<file path="src/rtl/fetch_stage.sv">
// fetch_stage: instruction-fetch stage. Owns the PC, issues one word request
// at a time to instruction memory, and buffers each returned instruction in
// an IF/ID output register (with a one-entry hold register behind it for
// responses that arrive while decode is stalled). Redirects kill any fetch
// that is still in flight.
module fetch_stage #(
    parameter int unsigned       XLEN      = 32,
    parameter logic [XLEN-1:0]   RESET_PC  = {XLEN{1'b0}},
    parameter logic [31:0]       NOP_INSTR = 32'h0000_0013
) (
    input  logic            clk,
    input  logic            reset,
    // instruction memory request channel
    output logic            imem_req_valid,
    input  logic            imem_req_ready,
    output logic [XLEN-1:0] imem_addr,
    // instruction memory response channel
    input  logic            imem_rsp_valid,
    input  logic [31:0]     imem_rsp_data,
    // control from decode / execute
    input  logic            stall,
    input  logic            redirect_valid,
    input  logic [XLEN-1:0] redirect_pc,
    // IF/ID register
    output logic            instr_valid,
    output logic [31:0]     instr,
    output logic [XLEN-1:0] instr_pc,
    output logic [XLEN-1:0] pc_plus4,
    output logic [6:0]      op,
    output logic [2:0]      funct3,
    output logic            funct7b5
);

    typedef enum logic [1:0] {
        IDLE = 2'd0,  // one dead cycle after reset release
        REQ  = 2'd1,  // request presented, waiting for acceptance
        WAIT = 2'd2,  // request accepted, waiting for the response
        HOLD = 2'd3   // response parked in the hold register behind a stall
    } state_t;

    localparam logic [XLEN-1:0] WORD_MASK = {{(XLEN-2){1'b1}}, 2'b00};
    localparam logic [XLEN-1:0] FOUR      = {{(XLEN-3){1'b0}}, 3'd4};

    state_t          state;
    state_t          state_next;
    logic [XLEN-1:0] pc;
    logic            kill;        // the outstanding response belongs to a squashed fetch
    logic [31:0]     hold_instr;
    logic [XLEN-1:0] hold_pc;

    // per-cycle control decoded from state and inputs
    logic            out_free;
    logic            rsp_live;
    logic            load_rsp;
    logic            cap_hold;
    logic            load_hold;
    logic            pc_step;
    logic            set_kill;
    logic            clr_kill;
    logic [XLEN-1:0] redirect_target;

    assign redirect_target = redirect_pc & WORD_MASK;

    // State register.
    always_ff @(posedge clk or posedge reset) begin
        if (reset) begin
            state <= IDLE;
        end else begin
            // NOTE: non-blocking so every flop samples pre-edge values; blocking
            // here would let later always_ff blocks see the updated state.
            state <= state_next;
        end
    end

    // Next-state logic.
    always_comb begin
        // NOTE: default assignment first so no path leaves state_next unassigned
        // (an unassigned path in always_comb infers a latch).
        state_next = state;
        unique case (state)
            IDLE: state_next = REQ;
            REQ:  if (imem_req_ready) state_next = WAIT;
            WAIT: begin
                if (imem_rsp_valid) begin
                    if (redirect_valid || kill || out_free) state_next = REQ;
                    else                                    state_next = HOLD;
                end
            end
            HOLD: if (redirect_valid || !stall) state_next = REQ;
            default: state_next = IDLE;
        endcase
    end

    // Output and datapath-control decode (Mealy: depends on state and inputs).
    always_comb begin
        imem_req_valid = (state == REQ);
        out_free       = !instr_valid || !stall;
        rsp_live       = (state == WAIT) && imem_rsp_valid && !kill;
        // a same-cycle redirect overrides any load or capture
        load_rsp       = rsp_live && out_free  && !redirect_valid;
        cap_hold       = rsp_live && !out_free && !redirect_valid;
        load_hold      = (state == HOLD) && !stall && !redirect_valid;
        pc_step        = load_rsp || cap_hold;
        // redirect with a request still out: its response must be dropped
        set_kill       = redirect_valid &&
                         (((state == REQ)  && imem_req_ready) ||
                          ((state == WAIT) && !imem_rsp_valid));
        // any response in WAIT retires the outstanding request
        clr_kill       = (state == WAIT) && imem_rsp_valid;
    end

    // PC and kill flag.
    always_ff @(posedge clk or posedge reset) begin
        if (reset) begin
            pc   <= RESET_PC;
            kill <= 1'b0;
        end else begin
            if (redirect_valid) pc <= redirect_target;
            else if (pc_step)   pc <= pc + FOUR;   // wraps modulo 2^XLEN

            if (set_kill)      kill <= 1'b1;
            else if (clr_kill) kill <= 1'b0;
        end
    end

    // IF/ID output register: redirect flush, load, consume, or hold.
    always_ff @(posedge clk or posedge reset) begin
        if (reset) begin
            instr_valid <= 1'b0;
            instr       <= NOP_INSTR;
            instr_pc    <= RESET_PC;
        end else if (redirect_valid) begin
            instr_valid <= 1'b0;
            instr       <= NOP_INSTR;
        end else if (load_rsp) begin
            instr_valid <= 1'b1;
            instr       <= imem_rsp_data;
            instr_pc    <= pc;
        end else if (load_hold) begin
            instr_valid <= 1'b1;
            instr       <= hold_instr;
            instr_pc    <= hold_pc;
        end else if (!stall) begin
            instr_valid <= 1'b0;
            instr       <= NOP_INSTR;
        end
    end

    // Hold register: parks a response that arrives while decode is stalled.
    // NOTE: deliberately not reset; it is only read in HOLD, which can only be
    // entered after a capture, so its power-up contents never escape.
    always_ff @(posedge clk) begin
        if (cap_hold) begin
            hold_instr <= imem_rsp_data;
            hold_pc    <= pc;
        end
    end

    assign imem_addr = pc & WORD_MASK;
    assign pc_plus4  = instr_pc + FOUR;
    assign op        = instr[6:0];
    assign funct3    = instr[14:12];
    assign funct7b5  = instr[30];

endmodule

</file>
<file path="config.mk">
export PLATFORM = sky130hd
export DESIGN_NAME = fetch_stage
export DESIGN_NICKNAME = d
export VERILOG_FILES = /design/src/rtl/fetch_stage.sv
export SDC_FILE = /design/constraint.sdc
export NUM_CORES = 1
export LEC_CHECK = 0
export ABC_AREA = 1
export CAP_MARGIN = 10
export CORE_MARGIN = 5
export CORE_UTILIZATION = 53
export DETAILED_ROUTE_END_ITERATION = 8
export MAX_ROUTING_LAYER = met4
export PLACE_DENSITY = 0.86
export SLEW_MARGIN = 20
export SYNTH_ARGS = -nofsm -noshare
export SYNTH_HDL_FRONTEND = slang
export SYNTH_SLANG_ARGS = --single-unit
export TNS_END_PERCENT = 10
</file>
<file path="constraint.sdc">
create_clock -name clk -period 10.4 [get_ports clk]
set_input_delay 2.08 -clock clk [delete_from_list [all_inputs] [get_ports clk]]
set_output_delay 2.08 -clock clk [all_outputs]
set_load 0.1 [all_outputs]
</file>
Word-level counts from Yosys, hierarchy flattened:

Index checks and enable logic that the tools add are counted.

* reductions and logical operators: 29
* add/sub/neg operators: 2
* eq/ne operators: 7
* mux-type cells: 19
* bitwise operators: 1

Operators with widths (number)
* $mux W32: 8
* $add A32 B3 Y32 const B: 2
* $logic_and A1 B1 Y1: 11
* $mux W2: 4
* $pmux W2 S4: 1
* $logic_not A1 Y1: 6
* $logic_or A1 B1 Y1: 6
* $mux W1: 6
* $reduce_bool A2 Y1: 3
* $eq A2 B2 Y1 const B: 2
* $ne A2 B2 Y1 const B: 2
* $ne A4 B1 Y1 const B: 1
* $reduce_and A3 Y1: 1
* $eq A2 B1 Y1 const B: 1
* $logic_not A2 Y1: 1
* $ne A2 B1 Y1 const B: 1
* $reduce_and A2 Y1: 1
* $not A1 Y1: 1

* logic and storage cells: 66
* register bits after elaboration: 164
* input port bits: 70
* output and inout bits: 141

Depth between registers and ports, before layout:

* depth in word-level cells: 8
* gate-level depth with buffers: 13
* mapped depth without buffers: 12

Worst setup path after synthesis:

OpenSTA, ideal clock, no wires.

* kind: input-to-reg
* start: input stall
* end: register hold_instr[0] (enable)
* required time: 9.842 ns
* stages: 3
* path slack: 3.167 ns
* library setup time: 0.558 ns
* arrival time: 6.675 ns
* buffers on the path: 1
* cells stage by stage: buf_2 -> nand2_1 -> nor3_1

* word-level cells in the longest chain between the ends: 5

RTL lines
* start: declaration: RTL line 21 `input logic stall,`
* $logic_not A1 Y1
* $logic_or A1 B1 Y1: RTL line 97 `out_free = !instr_valid || !stall;`
* $logic_not A1 Y1: RTL line 101 `cap_hold = rsp_live && !out_free && !redirect_valid;`
* $logic_and A1 B1 Y1 (2 in a row): RTL line 101
* via cap_hold: RTL line 55 `logic cap_hold;`
* end signal: assignment: RTL line 154 `hold_instr <= imem_rsp_data;`
* end: declaration: RTL line 48 `logic [31:0] hold_instr;`

The timed path passes the listed nets, and every way through them passes these cells.
A chain may end at the register's enable or synchronous reset.

Worst setup path after layout:

* start: register instr_pc[3]
* end: output pc_plus4[30]

* word-level cells in the longest chain between the ends: 1

RTL lines
* start: declaration: RTL line 27 `output logic [XLEN-1:0] instr_pc,`
* start signal: assignment: RTL line 138 `instr_pc <= pc;`
* start signal: assignment: RTL line 142 `instr_pc <= hold_pc;`
* $add A32 B3 Y32: RTL line 160 `assign pc_plus4 = instr_pc + FOUR;`
* end: declaration: RTL line 28 `output logic [XLEN-1:0] pc_plus4,`

No other way between the ends.

==> flow_metrics.tcl <==
set metrics [dict create \
    run_status "complete, no violations" \
    dieArea_mm2 0.0178 \
    drtIter0Drc 889 \
    synth_seq_area_share_pct 53.0 \
    rows 45 \
    synth_top_area_cell "dfrtp_1" \
    routed_via_density 5.69 \
    postCtsResizedCells 0 \
    die_x_um 133 \
    core_area_mm2 0.0150 \
    utilization_pct 70.7 \
    worstPathCellList "ha_1 > nand2_1 > nor2_1 > inv_1 > nor2_1 > nand2_1 > xor2_1 > clkdlybuf4s50_1" \
    setup_viol 0 \
    grt_use_total_pct 26.9 \
    synth.ff_latch_count 158 \
    syn_avg_cell_area_um2 8.74 \
    synth_most_common_cell "nand2_1" \
    ir_drop_uv 280 \
    start_util_pct 53.6 \
    ctsHoldBuffers 0 \
    port_buffers 202 \
    clkLatencyLatePin_ps 430 \
    crit_type "flip-flop to output port" \
    wl_per_cell_um 18.3 \
    nNetsFinal 1171 \
    ys_warn_count 0 \
    hold_path.class "flip-flop to flip-flop" \
    final_antenna_net_count 0 \
    finClkSkew_ps 6.24 \
    cts_tree "built" \
    yosys.area.top_type_share_pct 28.9 \
    place_ws_ps 5260 \
    io_pins 211 \
    finalWirelength_mm 23.8 \
    power_leakage_nw 4.35 \
    slew_viol_final 0 \
    post_synth_inst_count 921 \
    grt_max_degree 116 \
    hold_depth 2 \
    cts-buffers-inserted 17 \
    worst-path-stages 8 \
    netlist_area_mm2 0.00805 \
    layout-drive-gt1-share_pct 5.50 \
    cts.path.max_buffers 2 \
    max_cap_viol_count 0 \
    cts-root-buf "clkbuf_16" \
    arrival_ps 3300 \
    ys_top_cells_by_area "dfrtp_1 29%, edfxtp_1 23%, nand2_1 10%, nand3_1 9.1%, inv_1 4.1%" \
    gp_congestion 0.962 \
    rsz0062_at_grt "false" \
    area_growth_pct 32.1 \
    whs_ps 491 \
    cts_htree_levels 4 \
    slowest_stage "clkdlybuf4s50_1" \
    tightest_slew_ps 1040 \
    fp.dieH_um 133 \
    critPathCaptureType "output port" \
    tns_ps 0 \
    fin_ws_ps 5020 \
    cts_setup_buffers 0 \
    gr-total-overflow 0 \
    vias 7374 \
    grt_pass1_vias 6776 \
    final_hold_viol_count 0 \
    start_kind "flip-flop" \
    hpwl_mm 16.9 \
    worstPathRequired_ps 8320 \
    fmax_mhz 186 \
    clock_sinks 158 \
    reg2regPathDepth 12 \
    drc 0 \
    crit_fanout 5 \
    post-route-min-period_ps 5380 \
    powerDensity_mw_per_mm2 309 \
    path_buf_inv 2 \
    dr.pass1.iters 5 \
    total_power_mw 3.29 \
    max-slew-margin-rel_pct 30.5 \
    synth_edf_count 62 \
    num_antenna_cells 0 \
    ys_top_cells_by_count "217 x nand2_1, 147 x nand3_1, 93 x dfrtp_1, 89 x inv_1, 70 x nor2_1" \
    max_stage_delay_ps 1160 \
    async_flop_share_pct 60.8 \
    antenna_found_initial 0 \
    yosys_most_used_dff "dfrtp_1" \
    crit_family "buffers and inverters" \
    netlist-cell-type-count 35 \
    clk_pin_slew_ps 60 \
    grt_pass1_wl_mm 36.8 \
    finalCritPeriodShare_pct 51.7 \
]
[cell type report]
class                   count  area (um^2)
flip-flops and latches    158         4270
clock buffers              20          447
clock inverters            12          136
inverters                  95          359
fillers                  1138         4400
multi-input cells         617         3130
repair buffers            207         2060
well taps                 188          235
[power breakdown]
part / total [mW] / internal, mW / switching [mW]
logic: 1.80 / 0.378 / 1.42
registers: 0.868 / 0.738 / 0.130
clock network: 0.618 / 0.362 / 0.257
[worst paths after layout]
kind                              from      endpoint  slack (ps)
setup / recovery           instr_pc[3]  pc_plus4[30]        5020
hold / removal              hold_pc[9]   instr_pc[9]         490
setup reg to reg              state[0]      instr[1]        7530
hold reg to reg             hold_pc[9]   instr_pc[9]         490
max in group asynchronous        reset     instr[10]        7240
min in group asynchronous        reset        pc[30]        2050
[worst reg2reg max path: cells and delay by family (launching register included)]
family	cells	cell delay, ps
AND/OR/NAND/NOR	6	1140
buffers and inverters	4	980
flip-flops	1	400
adder cells (fa/ha/maj)	1	190
AO/OA/AOI/OAI	1	100
[per-stage QoR]
step	cells	cell area [um^2]
2_1_floorplan	926	8070
3_3_place_gp	1265	10000
3_5_place_dp	1265	10000
4_1_cts	1297	10600
5_1_grt	1297	10600
6_report	1297	10600
[state kept, by name, summed over array words and instances (netlist names)]
| name | count |
|---|---|
| hold_instr | 32 |
| instr | 32 |
| hold_pc | 30 |
| instr_pc | 30 |
| pc | 30 |
| state | 2 |
| instr_valid | 1 |
| kill | 1 |
[metal layers]
layer / vias up / share of wire (%) / routed length [um] / track usage, %
li1: 3429 / - / - / -
met1: 3530 / 42 / 9980 / 37.8
met2: 376 / 47 / 11200 / 39.7
met3: 39 / 8.9 / 2130 / 5.70
met4: 0 / 2.0 / 484 / 8.00
met5: - / 0 / 0 / -
[kinds of logic after synthesis]
group,synth area share (%)
flops,53.0
other cells,0.0466
xor+xnor,3.81
compound gates,5.52
buf+inv,8.52
simple gates,28.3
fa+ha+maj,0.777
[cells in the final DEF (no fill, tap or decap), types with 3 or more instances in the layout]
| cell | Yosys | final |
|---|---|---|
| o221ai_1 | 17 | 17 |
| nand3_1 | 147 | 147 |
| clkdlybuf4s50_1 | 0 | 202 |
| a21oi_1 | 9 | 9 |
| edfxtp_1 | 62 | 62 |
| o211ai_1 | 14 | 14 |
| xnor2_1 | 5 | 5 |
| ha_1 | 5 | 5 |
| nor3_1 | 17 | 16 |
| xor2_1 | 30 | 30 |
| nor2_1 | 70 | 70 |
| dfrtp_1 | 93 | 93 |
| conb_1 | 1 | 6 |
| o21ai_0 | 21 | 21 |
| nand4_1 | 34 | 34 |
| buf_4 | 23 | 5 |
| dfstp_2 | 3 | 3 |
| nor3_2 | 2 | 3 |
| o22ai_1 | 3 | 3 |
| clkbuf_16 | 0 | 17 |
| inv_2 | 6 | 6 |
| nand2_1 | 217 | 217 |
| nor2_2 | 7 | 7 |
| inv_1 | 89 | 88 |
| clkinvlp_4 | 0 | 3 |
No activity file was read; power rests on OpenSTA's default activity.
